## src/rtl/mem_stage_pkg.sv

```systemverilog
// Shared widths, load-control encodings and bus layouts for the MEM pipeline stage.
// Anything that must agree between EXE, MEM and WB lives here.
package mem_stage_pkg;

  localparam int ES_TO_MS_BUS_WD = 71;
  localparam int MS_TO_WS_BUS_WD = 73;
  localparam int ES_EX_BUS_WD    = 10;
  localparam int ES_LOAD_BUS_WD  = 7;

  typedef enum logic [1:0] {
    LD_UNALIGNED = 2'b00,
    LD_BYTE      = 2'b01,
    LD_HALF      = 2'b10,
    LD_WORD      = 2'b11
  } ld_width_e;

  typedef enum logic [1:0] {
    LR_NONE  = 2'b00,
    LR_RIGHT = 2'b01,
    LR_LEFT  = 2'b10
  } ld_lr_e;

  typedef struct packed {
    logic        res_from_mem;
    logic        gr_we;
    logic [4:0]  dest;
    logic [31:0] alu_result;
    logic [31:0] pc;
  } es_to_ms_t;

  typedef struct packed {
    ld_width_e  width;
    logic       sign;
    ld_lr_e     lr;
    logic [1:0] addr;
  } load_t;

  typedef struct packed {
    logic       bd;
    logic       sys;
    logic       mfc0;
    logic       mtc0;
    logic       eret;
    logic [4:0] c0_addr;
  } ex_t;

  function automatic logic [31:0] ext_byte(input logic [7:0] b, input logic sign);
    return {{24{sign & b[7]}}, b};
  endfunction

  function automatic logic [31:0] ext_half(input logic [15:0] h, input logic sign);
    return {{16{sign & h[15]}}, h};
  endfunction

endpackage

```

## src/rtl/mem_stage_if.sv

```systemverilog
// EXE->MEM->WB handshake, load side-band and forwarding signals of the MEM stage.
// master: the surrounding pipeline; slave: the MEM stage itself.
interface mem_stage_if;
  import mem_stage_pkg::*;

  logic                       ws_allowin;
  logic                       ms_allowin;
  logic                       es_to_ms_valid;
  logic [ES_TO_MS_BUS_WD-1:0] es_to_ms_bus;
  logic [ES_LOAD_BUS_WD-1:0]  es_load_mem_bus;
  logic [ES_EX_BUS_WD-1:0]    es_ex_bus;
  logic [31:0]                data_sram_rdata;
  logic                       flush;

  logic                       ms_to_ws_valid;
  logic [MS_TO_WS_BUS_WD-1:0] ms_to_ws_bus;
  logic [ES_EX_BUS_WD-1:0]    ms_ex_bus;
  logic                       ms_write_reg;
  logic [4:0]                 ms_reg_dest;
  logic [31:0]                ms_to_ds_bus;
  logic [3:0]                 ms_fwd_bwe;
  logic                       ms_mfc0_stall;
  logic                       ms_ex;

  modport master (
    output ws_allowin, es_to_ms_valid, es_to_ms_bus, es_load_mem_bus, es_ex_bus,
           data_sram_rdata, flush,
    input  ms_allowin, ms_to_ws_valid, ms_to_ws_bus, ms_ex_bus, ms_write_reg,
           ms_reg_dest, ms_to_ds_bus, ms_fwd_bwe, ms_mfc0_stall, ms_ex
  );

  modport slave (
    input  ws_allowin, es_to_ms_valid, es_to_ms_bus, es_load_mem_bus, es_ex_bus,
           data_sram_rdata, flush,
    output ms_allowin, ms_to_ws_valid, ms_to_ws_bus, ms_ex_bus, ms_write_reg,
           ms_reg_dest, ms_to_ds_bus, ms_fwd_bwe, ms_mfc0_stall, ms_ex
  );

endinterface

```

## src/rtl/mem_stage_load_align.sv

```systemverilog
// Combinational load alignment: picks byte/half/word or LWL/LWR merge data
// out of the raw SRAM word and reports which register bytes it writes.
module mem_load_align
  import mem_stage_pkg::*;
(
  input  load_t       ld,
  input  logic [31:0] rdata,
  output logic [31:0] result,
  output logic [3:0]  bwe
);

  logic [7:0]  sel_byte;
  logic [15:0] sel_half;

  always_comb begin
    sel_byte = rdata[7:0];
    case (ld.addr)
      2'd0: sel_byte = rdata[7:0];
      2'd1: sel_byte = rdata[15:8];
      2'd2: sel_byte = rdata[23:16];
      2'd3: sel_byte = rdata[31:24];
    endcase
    sel_half = ld.addr[1] ? rdata[31:16] : rdata[15:0];
  end

  // LWL fills the register from the top down, LWR from the bottom up.
  always_comb begin
    result = rdata;
    bwe    = 4'b1111;
    case (ld.width)
      LD_WORD: begin
        result = rdata;
        bwe    = 4'b1111;
      end
      LD_HALF: result = ext_half(sel_half, ld.sign);
      LD_BYTE: result = ext_byte(sel_byte, ld.sign);
      LD_UNALIGNED: begin
        if (ld.lr == LR_LEFT) begin
          case (ld.addr)
            2'd0: begin result = {rdata[7:0], 24'b0};  bwe = 4'b1000; end
            2'd1: begin result = {rdata[15:0], 16'b0}; bwe = 4'b1100; end
            2'd2: begin result = {rdata[23:0], 8'b0};  bwe = 4'b1110; end
            2'd3: begin result = rdata;                bwe = 4'b1111; end
          endcase
        end else if (ld.lr == LR_RIGHT) begin
          case (ld.addr)
            2'd0: begin result = rdata;                bwe = 4'b1111; end
            2'd1: begin result = {8'b0, rdata[31:8]};  bwe = 4'b0111; end
            2'd2: begin result = {16'b0, rdata[31:16]}; bwe = 4'b0011; end
            2'd3: begin result = {24'b0, rdata[31:24]}; bwe = 4'b0001; end
          endcase
        end
      end
    endcase
  end

endmodule

```

## src/rtl/mem_stage.sv

```systemverilog
// MEM pipeline stage: latches the EXE bus, aligns load data from the synchronous
// SRAM and hands results to WB while forwarding them back to decode.
module mem_stage
  import mem_stage_pkg::*;
(
  input logic        clk,
  input logic        reset,
  mem_stage_if.slave bus
);

  logic        ms_valid;
  logic        allowin;
  es_to_ms_t   es_r;
  load_t       ld_r;
  ex_t         ex_r;
  logic        rdata_held;
  logic [31:0] rdata_hold;
  logic [31:0] load_data;
  logic [31:0] load_result;
  logic [3:0]  load_bwe;
  logic [31:0] final_result;
  logic [3:0]  result_bwe;
  logic [3:0]  rf_bwe;

  assign allowin = !ms_valid || bus.ws_allowin;

  always_ff @(posedge clk or posedge reset) begin
    if (reset) begin
      ms_valid <= 1'b0;
    end else if (bus.flush) begin
      ms_valid <= 1'b0;
    end else if (allowin) begin
      ms_valid <= bus.es_to_ms_valid;
    end
  end

  always_ff @(posedge clk or posedge reset) begin
    if (reset) begin
      es_r <= '0;
      ld_r <= '0;
      ex_r <= '0;
    end else if (bus.es_to_ms_valid && allowin) begin
      es_r <= es_to_ms_t'(bus.es_to_ms_bus);
      ld_r <= load_t'(bus.es_load_mem_bus);
      ex_r <= ex_t'(bus.es_ex_bus);
    end
  end

  // The SRAM only presents the word for one cycle, so park it once WB stalls us.
  always_ff @(posedge clk or posedge reset) begin
    if (reset) begin
      rdata_held <= 1'b0;
      rdata_hold <= '0;
    end else if (allowin || bus.flush) begin
      rdata_held <= 1'b0;
    end else if (ms_valid && !bus.ws_allowin && !rdata_held) begin
      rdata_held <= 1'b1;
      rdata_hold <= bus.data_sram_rdata;
    end
  end

  assign load_data = rdata_held ? rdata_hold : bus.data_sram_rdata;

  mem_load_align u_align (
    .ld     (ld_r),
    .rdata  (load_data),
    .result (load_result),
    .bwe    (load_bwe)
  );

  assign final_result = es_r.res_from_mem ? load_result : es_r.alu_result;
  assign result_bwe   = es_r.res_from_mem ? load_bwe : 4'b1111;
  assign rf_bwe       = (es_r.gr_we && ms_valid) ? result_bwe : 4'b0000;

  assign bus.ms_allowin     = allowin;
  assign bus.ms_to_ws_valid = ms_valid;
  assign bus.ms_to_ws_bus   = {rf_bwe, es_r.dest, final_result, es_r.pc};
  assign bus.ms_ex_bus      = ex_r;
  assign bus.ms_write_reg   = es_r.gr_we && ms_valid;
  assign bus.ms_reg_dest    = es_r.dest;
  assign bus.ms_to_ds_bus   = final_result;
  assign bus.ms_fwd_bwe     = rf_bwe;
  assign bus.ms_mfc0_stall  = ex_r.mfc0 && ms_valid;
  assign bus.ms_ex          = (ex_r.sys || ex_r.eret) && ms_valid;

endmodule

```

## src/flat_wrapper.sv

```systemverilog
// flat-port wrapper written by rule: the top's interface ports become plain ports
module mem_stage_flat import mem_stage_pkg::*;
  (clk, reset, bus_ws_allowin, bus_es_to_ms_valid, bus_es_to_ms_bus, bus_es_load_mem_bus, bus_es_ex_bus, bus_data_sram_rdata, bus_flush, bus_ms_allowin, bus_ms_to_ws_valid, bus_ms_to_ws_bus, bus_ms_ex_bus, bus_ms_write_reg, bus_ms_reg_dest, bus_ms_to_ds_bus, bus_ms_fwd_bwe, bus_ms_mfc0_stall, bus_ms_ex);
  mem_stage_if bus_i ();
  input logic clk;
  input logic reset;
  input wire logic [$bits(bus_i.ws_allowin)-1:0] bus_ws_allowin;
  input wire logic [$bits(bus_i.es_to_ms_valid)-1:0] bus_es_to_ms_valid;
  input wire logic [$bits(bus_i.es_to_ms_bus)-1:0] bus_es_to_ms_bus;
  input wire logic [$bits(bus_i.es_load_mem_bus)-1:0] bus_es_load_mem_bus;
  input wire logic [$bits(bus_i.es_ex_bus)-1:0] bus_es_ex_bus;
  input wire logic [$bits(bus_i.data_sram_rdata)-1:0] bus_data_sram_rdata;
  input wire logic [$bits(bus_i.flush)-1:0] bus_flush;
  output wire logic [$bits(bus_i.ms_allowin)-1:0] bus_ms_allowin;
  output wire logic [$bits(bus_i.ms_to_ws_valid)-1:0] bus_ms_to_ws_valid;
  output wire logic [$bits(bus_i.ms_to_ws_bus)-1:0] bus_ms_to_ws_bus;
  output wire logic [$bits(bus_i.ms_ex_bus)-1:0] bus_ms_ex_bus;
  output wire logic [$bits(bus_i.ms_write_reg)-1:0] bus_ms_write_reg;
  output wire logic [$bits(bus_i.ms_reg_dest)-1:0] bus_ms_reg_dest;
  output wire logic [$bits(bus_i.ms_to_ds_bus)-1:0] bus_ms_to_ds_bus;
  output wire logic [$bits(bus_i.ms_fwd_bwe)-1:0] bus_ms_fwd_bwe;
  output wire logic [$bits(bus_i.ms_mfc0_stall)-1:0] bus_ms_mfc0_stall;
  output wire logic [$bits(bus_i.ms_ex)-1:0] bus_ms_ex;
  assign bus_i.ws_allowin = bus_ws_allowin;
  assign bus_i.es_to_ms_valid = bus_es_to_ms_valid;
  assign bus_i.es_to_ms_bus = bus_es_to_ms_bus;
  assign bus_i.es_load_mem_bus = bus_es_load_mem_bus;
  assign bus_i.es_ex_bus = bus_es_ex_bus;
  assign bus_i.data_sram_rdata = bus_data_sram_rdata;
  assign bus_i.flush = bus_flush;
  assign bus_ms_allowin = bus_i.ms_allowin;
  assign bus_ms_to_ws_valid = bus_i.ms_to_ws_valid;
  assign bus_ms_to_ws_bus = bus_i.ms_to_ws_bus;
  assign bus_ms_ex_bus = bus_i.ms_ex_bus;
  assign bus_ms_write_reg = bus_i.ms_write_reg;
  assign bus_ms_reg_dest = bus_i.ms_reg_dest;
  assign bus_ms_to_ds_bus = bus_i.ms_to_ds_bus;
  assign bus_ms_fwd_bwe = bus_i.ms_fwd_bwe;
  assign bus_ms_mfc0_stall = bus_i.ms_mfc0_stall;
  assign bus_ms_ex = bus_i.ms_ex;
  mem_stage u_core (.clk(clk), .reset(reset), .bus(bus_i));
endmodule
```

## config.mk

```make
export PLATFORM = sky130hd
export DESIGN_NAME = mem_stage_flat
export DESIGN_NICKNAME = d
export VERILOG_FILES = /design/src/rtl/mem_stage_pkg.sv /design/src/rtl/mem_stage_if.sv /design/src/rtl/mem_stage_load_align.sv /design/src/rtl/mem_stage.sv /design/src/flat_wrapper.sv
export SDC_FILE = /design/constraint.sdc
export NUM_CORES = 1
export LEC_CHECK = 0
export BUFFER_PORTS_ARGS = -buffer_cell sky130_fd_sc_hd__buf_2
export CORE_MARGIN = 2
export CORE_UTILIZATION = 40
export CTS_BUF_LIST = sky130_fd_sc_hd__clkbuf_2 sky130_fd_sc_hd__clkbuf_4 sky130_fd_sc_hd__clkbuf_8
export CTS_CLUSTER_SIZE = 40
export DETAILED_ROUTE_END_ITERATION = 10
export PLACE_DENSITY = 0.68
export SYNTH_ARGS = -nofsm -noshare
export SYNTH_HDL_FRONTEND = slang
export SYNTH_HIERARCHICAL = 1
export SYNTH_SLANG_ARGS = --single-unit
```

## constraint.sdc

```tcl
create_clock -name clk -period 4.2 [get_ports clk]
set_input_delay 0.84 -clock clk [delete_from_list [all_inputs] [get_ports clk]]
set_output_delay 0.84 -clock clk [all_outputs]
set_load 0.03 [all_outputs]
```

==> results.json, run 1 <==
{
  "post-dp-hpwl_um": 18800,
  "max-clock-path-buffers": 2,
  "path_clk_slew_ns": 0.08,
  "die_h_um": 145,
  "worstPathArrival_ns": 3.23,
  "vias": 6506,
  "p_per_area_mw_per_mm2": 455,
  "synth_area_per_cell_um2": 10.7,
  "grt_first_pass_wirelength_um": 36800,
  "root_buffer": "clkbuf_8",
  "ir_worst_vdd_v": 0.000356,
  "clkPwrFrac_pct": 23.9,
  "cts_hold_buf": 0,
  "cts.sinks": 122,
  "pwr-share-comb_pct": 41.6,
  "synth_nets": 864,
  "netSwitchingPower_mw": 1.80,
  "fp.dieW_um": 145,
  "dieArea_mm2": 0.0210,
  "cts_tree": "yes",
  "synthArstFlopShare_pct": 100,
  "final_common_cell": "buf_2",
  "drive_gt1_share_pct": 56.6,
  "gr-total-overflow": 0,
  "ys_seq_area_share_pct": 38.5,
  "cts_buffers": 17,
  "finalMaxSlewViolations": 0,
  "relSlewSlack_pct": 31.8,
  "grtUsageTotal_pct": 23.4,
  "synth-main-ff-cell": "dfrtp_1",
  "setup_violations": 0,
  "yosys_warnings": 6,
  "wl_per_cell_um": 20.6,
  "io_pins": 254,
  "critical_path_class": "flop to output pin",
  "clk_latency_ns": 0.45,
  "leakagePower_nw": 4.42,
  "grt_max_degree": 79,
  "drt-vias-per-instance": 5.43,
  "min_period_ns": 4.07,
  "critPathRequiredTime_ns": 3.36,
  "drt_iter0_drc": 459,
  "worst_pin_slew_ns": 1.02,
  "hp-class": "flop to flop",
  "htreeDepth": 4,
  "ant_nets": 0,
  "routed_wl_um": 24600,
  "drc": 0,
  "most-common-layout-cells": "buf_2, mux2_2, dfrtp_1, a21oi_1, buf_4",
  "finalHoldViolCount": 0,
  "p_seq_share_pct": 34.4,
  "start_util_pct": 40.8,
  "maxCapViolations": 0,
  "gp_congestion": 1.05,
  "antenna_found_initial": 1,
  "synth_top_area_cell": "dfrtp_1",
  "yosysTopAreaCellShare_pct": 38.5,
  "synth_edf_count": 0,
  "synth_cell_type_count": 58,
  "numPortBuffers": 253,
  "syn2layout_area_growth_pct": 18.1,
  "p_int_mw": 2.46,
  "switching_share_pct": 42.2,
  "fmax_mhz": 246,
  "skew_ns": 0.0132,
  "dr.pass1.iters": 5,
  "diodes": 0,
  "synth_area_mm2": 0.00793,
  "cp-end-kind": "output pin",
  "core_mm2": 0.0195,
  "tns_ns": 0,
  "path_max_fanout": 13,
  "crit_path_start_kind": "flop",
  "ys_seq_elements": 122,
  "period_share_pct": 97.0,
  "total_power_mw": 4.26,
  "placementRows": 51,
  "syn_inst": 739,
  "yosys-top-cells-area": "dfrtp_1, mux2_2, buf_4",
  "fin_nets": 1046,
  "outcome": "finished clean",
  "first_global_vias": 6398
}
worst max-delay path, stage by stage, from the launching register on:
cell and delay [ns]:
dfrtp_2 0.48, mux2_2 0.41, mux4_2 0.56, and2_4 0.22, a21oi_4 0.14, buf_12 0.16
a21oi_1 0.06, a211o_1 0.28, mux2_2 0.27, buf_2 0.19
final timing paths:
path / start / cells past startpoint / slack [ns] / end
min: u_core/rdata_hold[18] / 1 / 0.49 / u_core/rdata_hold[18]
max in group asynchronous: reset / 3 / 2.75 / u_core/rdata_held
max reg2reg: u_core/bus.ms_to_ws_valid / 4 / 2.05 / u_core/es_r[35]
max: u_core/rdata_held / 9 / 0.13 / bus_ms_to_ws_bus[59]
min in group asynchronous: reset / 2 / 0.61 / u_core/bus.ms_to_ws_bus[26]
min reg2reg: u_core/rdata_hold[18] / 1 / 0.49 / u_core/rdata_hold[18]
layer usage:
layer	track usage (%)	routed length, µm	share of wire, %
met5	0	0	0
met1	29.7	9700	39
met2	38.1	11700	47
met4	9.96	980	4.0
met3	5.89	2310	9.4
synthesized netlist by cell type, types with 6 or more instances:
master and count:
inv_1 22, buf_4 79, nor2_1 29, o22ai_1 7, nand2b_1 8, clkbuf_1 11
a2bb2oi_1 6, o21ai_0 20, mux2_2 191, and2_1 6, a22oi_1 12, dfrtp_1 122
nor2b_1 7, buf_2 27, mux2i_1 16, nand2_1 33, a21oi_1 54, buf_6 8
registers in the layout, indices dropped and copies added, names as in the netlist:
signal                     count
u_core/es_r                   34
u_core/bus.ms_to_ws_bus       32
u_core/rdata_hold             32
u_core/bus.ms_ex_bus          10
u_core/ld_r                    7
u_core/bus.ms_reg_dest         5
u_core/bus.ms_to_ws_valid      1
u_core/rdata_held              1
power groups by stage:
stage	combinational (mW)	sequential (mW)	clock, mW
after floorplan	1.40	1.47	0
after detailed placement	1.76	1.49	0
after global routing	1.89	1.49	1.11
final	1.78	1.47	1.02
after global placement	1.76	1.48	0
after CTS	1.77	1.47	1.05
layout make-up:
| class | instances | area [µm²] |
|---|---|---|
| fill | 1819 | 10100 |
| multi-input combinational | 467 | 3940 |
| sequential | 122 | 3050 |
| timing repair buffer | 290 | 1570 |
| tap | 265 | 332 |
| clock buffer | 18 | 248 |
| clock inverter | 14 | 129 |
| inverter | 23 | 88.8 |
metrics by stage:
stage | cells | instance area, µm² | hold WS, ns | utilization [%] | setup WS [ns]
finish | 1199 | 9360 | 0.489 | 48.1 | 0.128
global route | 1199 | 9360 | 0.511 | 48.1 | -0.000678
CTS | 1197 | 9340 | 0.496 | 48.0 | 0.0118
detailed placement | 1165 | 8960 | 0.477 | 46.0 | 0.197
global placement | 1165 | 8960 | 0.462 | 46.0 | 0.202
floorplan | 739 | 7930 | 0.452 | - | 0.117
cell families after synthesis:
kind of cell	Yosys count	synth area share (%)
AOI/OAI and AO/OA	153	13.0
buffers and inverters	150	12.0
DFF	122	38.5
muxes	212	30.1
and+or+nand+nor	102	6.37
what timing repair did:
action,CTS,global route
cloned,0,0
endpoints found under the setup margin,22,16
gates resized for setup,2,2
setup buffers,0,2
(Power assumes the default switching activity.)
==> inputs of run 2 (changes only) <==
--- a/config.mk
+++ b/config.mk
@@ -11,7 +11,7 @@
 export CTS_BUF_LIST = sky130_fd_sc_hd__clkbuf_2 sky130_fd_sc_hd__clkbuf_4 sky130_fd_sc_hd__clkbuf_8
 export CTS_CLUSTER_SIZE = 40
 export DETAILED_ROUTE_END_ITERATION = 10
-export PLACE_DENSITY = 0.68
+export PLACE_DENSITY = 0.74
 export SYNTH_ARGS = -nofsm -noshare
 export SYNTH_HDL_FRONTEND = slang
 export SYNTH_HIERARCHICAL = 1
==> run 2 against run 1 <==
Clock skew decreased by 0.0032 ns. Design area up 0.27%. Fmax up 0.36%. Utilization grew 0.13 points. Combinational power about the same. Sequential power about the same. Sequential share of layout area down 0.087 points. First-iteration DRC count up 18%. Hold slack got worse by 0.011 ns. Global-route usage down 0.92 points. Routed wire length down 2.8%.
==> results.json, run 2 (synthesis gave the netlist of run 1 again) <==
{
  "grt_setup_unrepaired": "no",
  "fin_util_pct": 48.2,
  "worstPathArrival_ns": 3.22,
  "dr.pass1.iters": 5,
  "gr-total-overflow": 0,
  "p_seq_share_pct": 34.3,
  "grt_max_degree": 72,
  "htreeDepth": 4,
  "cts_buffers": 17,
  "antenna_found_initial": 0,
  "cts_tree": "yes",
  "netSwitchingPower_mw": 1.77,
  "routed_wl_um": 23900,
  "r2r-end": "u_core/es_r[50]",
  "critPathRequiredTime_ns": 3.36,
  "gp_congestion": 0.985,
  "leakagePower_nw": 4.43,
  "largest_reg_flops": 34,
  "outcome": "finished clean",
  "fp.dieW_um": 145,
  "min_period_ns": 4.06,
  "tns_ns": 0,
  "maxCapViolations": 0,
  "crit_path_start_kind": "flop",
  "fin_nets": 1048,
  "cp-end-kind": "output pin",
  "skew_ns": 0.0100,
  "drive_gt1_share_pct": 56.6,
  "pwr-share-comb_pct": 41.2,
  "regToRegStartpoint": "u_core/bus.ms_to_ws_valid",
  "critical_path_class": "flop to output pin",
  "fill_cells": 1839,
  "p_per_area_mw_per_mm2": 457,
  "clkPwrFrac_pct": 24.6,
  "finalMaxSlewViolations": 0,
  "diodes": 0,
  "setup_violations": 0,
  "root_buffer": "clkbuf_8",
  "path_clk_slew_ns": 0.09,
  "finalHoldViolCount": 0,
  "grtUsageTotal_pct": 22.5,
  "syn2layout_area_growth_pct": 18.4,
  "instances_no_fill": 1201,
  "relSlewSlack_pct": 42.1,
  "vias": 6527,
  "wl_per_cell_um": 19.9,
  "die_h_um": 145,
  "most-common-layout-cells": "buf_2, mux2_2, dfrtp_1, a21oi_1, buf_4",
  "switching_share_pct": 41.3,
  "fin_area_mm2": 0.00939,
  "drc": 0,
  "fmax_mhz": 246,
  "fin_worst_hold_slack_ns": 0.478,
  "reg2regPathDepth": 4,
  "placementRows": 51,
  "post-dp-hpwl_um": 18300,
  "period_share_pct": 96.6,
  "drt-vias-per-instance": 5.43,
  "final_common_cell": "buf_2",
  "grt_first_pass_wirelength_um": 35500,
  "io_pins": 254,
  "clk_latency_ns": 0.45,
  "ant_nets": 0,
  "cts.sinks": 122,
  "core_mm2": 0.0195,
  "r2r_setup_slack_ns": 2.03,
  "drt_iter0_drc": 540,
  "p_int_mw": 2.52,
  "ir_worst_vdd_v": 0.000307,
  "max-clock-path-buffers": 2,
  "start_util_pct": 40.8,
  "dieArea_mm2": 0.0210,
  "hp-class": "primary input to asynchronous set/reset pin",
  "numPortBuffers": 253,
  "place_inst": 1164,
  "top_register": "u_core/es_r",
  "first_global_vias": 6293,
  "worst_pin_slew_ns": 0.857,
  "path_max_fanout": 8,
  "postPlaceCellArea_mm2": 0.00895
}
==> run 2: cell types whose count changed in the layout (fill, tap and decap cells not counted) <==
cell	before	now
clkbuf_8	18	17
clkinv_4	5	1
mux2i_1	15	16
clkinvlp_4	1	2
buf_4	34	36
mux2i_2	1	0
inv_6	5	7
bufinv_16	0	1
clkbuf_4	0	1
==> run 2: area by class of cell <==
class,count,area [µm²],area share (%)
clock buffers,18,241,2.57
clock inverters,14,149,1.59
inverters,23,88.8,0.946
multi-input cells,467,3940,41.9
flip-flops and latches,122,3050,32.5
well taps,265,332,3.53
repair buffers,292,1590,16.9
==> run 2: repair_timing <==
| item | CTS | global route |
|---|---|---|
| gates cloned | 0 | 0 |
| setup buffers | 2 | 3 |
| hold buffers | 0 | 0 |
| resized for setup | 0 | 3 |
| setup endpoints to repair | 2 | 30 |
==> run 2: power groups by stage <==
stage	Combinational (mW)	Clock [mW]	Sequential, mW
2_1_floorplan	1.40	0	1.47
3_3_place_gp	1.73	0	1.48
3_5_place_dp	1.75	0	1.49
4_1_cts	1.76	1.09	1.47
5_1_grt	1.87	1.15	1.49
6_report	1.77	1.05	1.47
==> run 2: worst max path at each step <==
stage	start	end	cells after the start
floorplan	reset	u_core/bus.ms_ex_bus[0]	1
global placement	bus_data_sram_rdata[15]	bus_ms_to_ds_bus[27]	9
detailed placement	bus_data_sram_rdata[15]	bus_ms_to_ds_bus[27]	9
CTS	u_core/rdata_held	bus_ms_to_ws_bus[35]	9
global route	u_core/rdata_held	bus_ms_to_ws_bus[52]	9
finish	u_core/rdata_held	bus_ms_to_ds_bus[20]	9
==> run 2: per-stage QoR <==
step / worst slack [ns] / power [mW]
after floorplan: 0.117 / 2.87
after global placement: 0.146 / 3.21
after detailed placement: 0.134 / 3.24
after CTS: 0.00821 / 4.31
after global routing: 0.000685 / 4.51
final: 0.142 / 4.29
==> run 2: routing by layer <==
metal	track usage [%]	wire length [µm]	share of wire (%)
met2	35.7	11400	47
met4	7.31	629	2.6
met5	0	0	0
met1	30.3	9970	42
met3	5.53	2000	8.3
==> run 2: worst max-delay path: stages, from the launching register on <==
cell     delay (ns)
dfrtp_2        0.45
mux2_2         0.41
mux4_2         0.55
and2_4         0.21
a21oi_4        0.25
buf_4          0.20
a21oi_1        0.06
o22a_1         0.18
mux2_2         0.27
buf_2          0.18
==> inputs of run 3 (changes only) <==
--- a/config.mk
+++ b/config.mk
@@ -12,6 +12,7 @@
 export CTS_CLUSTER_SIZE = 40
 export DETAILED_ROUTE_END_ITERATION = 10
 export PLACE_DENSITY = 0.74
+export RECOVER_POWER = 25
 export SYNTH_ARGS = -nofsm -noshare
 export SYNTH_HDL_FRONTEND = slang
 export SYNTH_HIERARCHICAL = 1
==> constraint.sdc (replaced) <==
create_clock -name clk -period 4.2 [get_ports clk]
set_input_delay 0.63 -clock clk [delete_from_list [all_inputs] [get_ports clk]]
set_output_delay 0.63 -clock clk [all_outputs]
set_load 0.03 [all_outputs]
==> run 3 against run 2 <==
The run now ends with max-capacitance violations, max-slew violations left. Register-to-register slack got worse by 0.20 ns. Worst setup slack better by 0.029 ns. Clock-buffer cell count fell by 1. Design area decreased by 0.80%. Cell count fell by 0.75%. Sequential power barely moved. Fmax is 0.72% higher. Critical path depth decreased by 1. Hold slack got worse by 0.078 ns. Clock power about the same. Critical endpoint is now bus_ms_to_ws_bus[40]. Largest cell class unchanged. Highest routed layer is now met5.
==> results.json, run 3 (synthesis gave the netlist of run 1 again) <==
{
  "outcome": "finished with violations",
  "violations": "max-capacitance violations, max-slew violations",
  "path_clk_slew_ns": 0.09,
  "grtUsageTotal_pct": 22.0,
  "post-dp-hpwl_um": 17500,
  "cts.sinks": 122,
  "cp-end-kind": "output pin",
  "leakagePower_nw": 4.38,
  "first_global_vias": 6223,
  "fmax_mhz": 248,
  "root_buffer": "clkbuf_8",
  "routed_wl_um": 23100,
  "p_int_mw": 2.55,
  "clkPwrFrac_pct": 25.0,
  "finalMaxSlewViolations": 55,
  "syn2layout_area_growth_pct": 17.4,
  "dieArea_mm2": 0.0210,
  "grt_setup_unrepaired": "no",
  "min_from": "bus_es_to_ms_bus[6]",
  "multi_input_area_mm2": 0.00393,
  "netSwitchingPower_mw": 1.75,
  "drive_gt1_share_pct": 55.9,
  "maxCapViolations": 1,
  "numPortBuffers": 253,
  "fill_cells": 1829,
  "fin_util_pct": 47.9,
  "max-clock-path-buffers": 2,
  "p_seq_share_pct": 34.2,
  "dr.pass1.iters": 6,
  "grt_max_degree": 77,
  "crit_path_start_kind": "flop",
  "antenna_found_initial": 1,
  "ir_worst_vdd_v": 0.000250,
  "io_pins": 254,
  "ant_nets": 0,
  "largest_reg_flops": 34,
  "switching_share_pct": 40.7,
  "worstPathArrival_ns": 3.40,
  "finalHoldViolCount": 0,
  "relSlewSlack_pct": -60.4,
  "critical_path_class": "flop to output pin",
  "clk_latency_ns": 0.46,
  "core_mm2": 0.0195,
  "htreeDepth": 4,
  "placementRows": 51,
  "path_max_fanout": 22,
  "tns_ns": 0,
  "wl_per_cell_um": 19.4,
  "cts_buffers": 17,
  "setup_violations": 0,
  "p_per_area_mw_per_mm2": 461,
  "most-common-layout-cells": "buf_2, mux2_2, dfrtp_1, a21oi_1, nand2_1",
  "min_period_ns": 4.03,
  "start_util_pct": 40.8,
  "drt_iter0_drc": 592,
  "worst_pin_slew_ns": 2.39,
  "critPathRequiredTime_ns": 3.57,
  "drt-vias-per-instance": 5.51,
  "die_h_um": 145,
  "pwr-share-comb_pct": 40.8,
  "final_common_cell": "buf_2",
  "vias": 6567,
  "cp-startpoint": "u_core/rdata_held",
  "diodes": 0,
  "regArea_mm2": 0.00305,
  "cts_hold_buf": 0,
  "grt_first_pass_wirelength_um": 34900,
  "cts_tree": "yes",
  "skew_ns": 0.0174,
  "hp-class": "primary input to flop",
  "period_share_pct": 95.9,
  "gp_congestion": 1.00,
  "gr-total-overflow": 0,
  "fin_nets": 1040,
  "fp.dieW_um": 145,
  "drc": 0,
  "regToRegStartpoint": "u_core/bus.ms_to_ws_valid",
  "top_register": "u_core/es_r"
}
run 3: worst max-delay path: stages, from the launching register on:
cell,delay [ns]
dfrtp_2,0.55
buf_4,0.36
mux2_2,0.44
mux2_2,0.27
a221oi_1,0.33
a21oi_1,0.08
o32a_1,0.42
mux2_2,0.31
buf_2,0.18
run 3: final timing paths:
check                                         endpoint  slack [ns]  cells past startpoint
min in group asynchronous  u_core/bus.ms_to_ws_bus[17]        0.80                      2
max reg2reg                u_core/bus.ms_to_ws_bus[25]        1.83                      4
min reg2reg                      u_core/rdata_hold[18]        0.49                      1
min                         u_core/bus.ms_to_ws_bus[6]        0.40                      2
max                               bus_ms_to_ws_bus[40]        0.17                      8
max in group asynchronous            u_core/rdata_held        1.18                      3
run 3: cell type report:
type / instances / share of cell area, %
Multi-Input combinational cell: 467 / 42.2
Timing Repair Buffer: 284 / 16.3
Clock buffer: 17 / 2.51
Inverter: 23 / 0.940
Clock inverter: 14 / 1.73
Tap cell: 265 / 3.56
Sequential cell: 122 / 32.8
run 3: power by group through the flow:
stage | logic, mW | registers, mW | clock network [mW]
after CTS | 1.74 | 1.47 | 1.10
after detailed placement | 1.73 | 1.49 | 0
after floorplan | 1.40 | 1.47 | 0
final | 1.75 | 1.47 | 1.07
after global placement | 1.72 | 1.49 | 0
after global routing | 1.86 | 1.50 | 1.16
run 3: repair_timing:
action	in CTS	in global routing
cloned	0	0
endpoints found under the setup margin	13	6
gates resized for setup	1	0
buffers inserted	0	3
run 3: stage by stage:
stage          cell area, µm²  cells  hold slack [ns]  total power, mW  setup WS, ns
6_report                 9310   1192            0.400             4.30         0.171
5_1_grt                  9310   1192            0.373             4.52        0.0361
4_1_cts                  9290   1189            0.272             4.31         0.107
3_5_place_dp             8890   1158            0.475             3.22         0.449
3_3_place_gp             8890   1158            0.462             3.21         0.490
2_1_floorplan            7930    739            0.452             2.87         0.327
run 3: metal layers:
layer	vias up	share of wire [%]	GRT usage, %
li1	2945	-	-
met1	3188	42	28.7
met2	383	46	34.4
met3	49	8.8	5.89
met4	2	3.2	9.40
met5	-	0.048	0
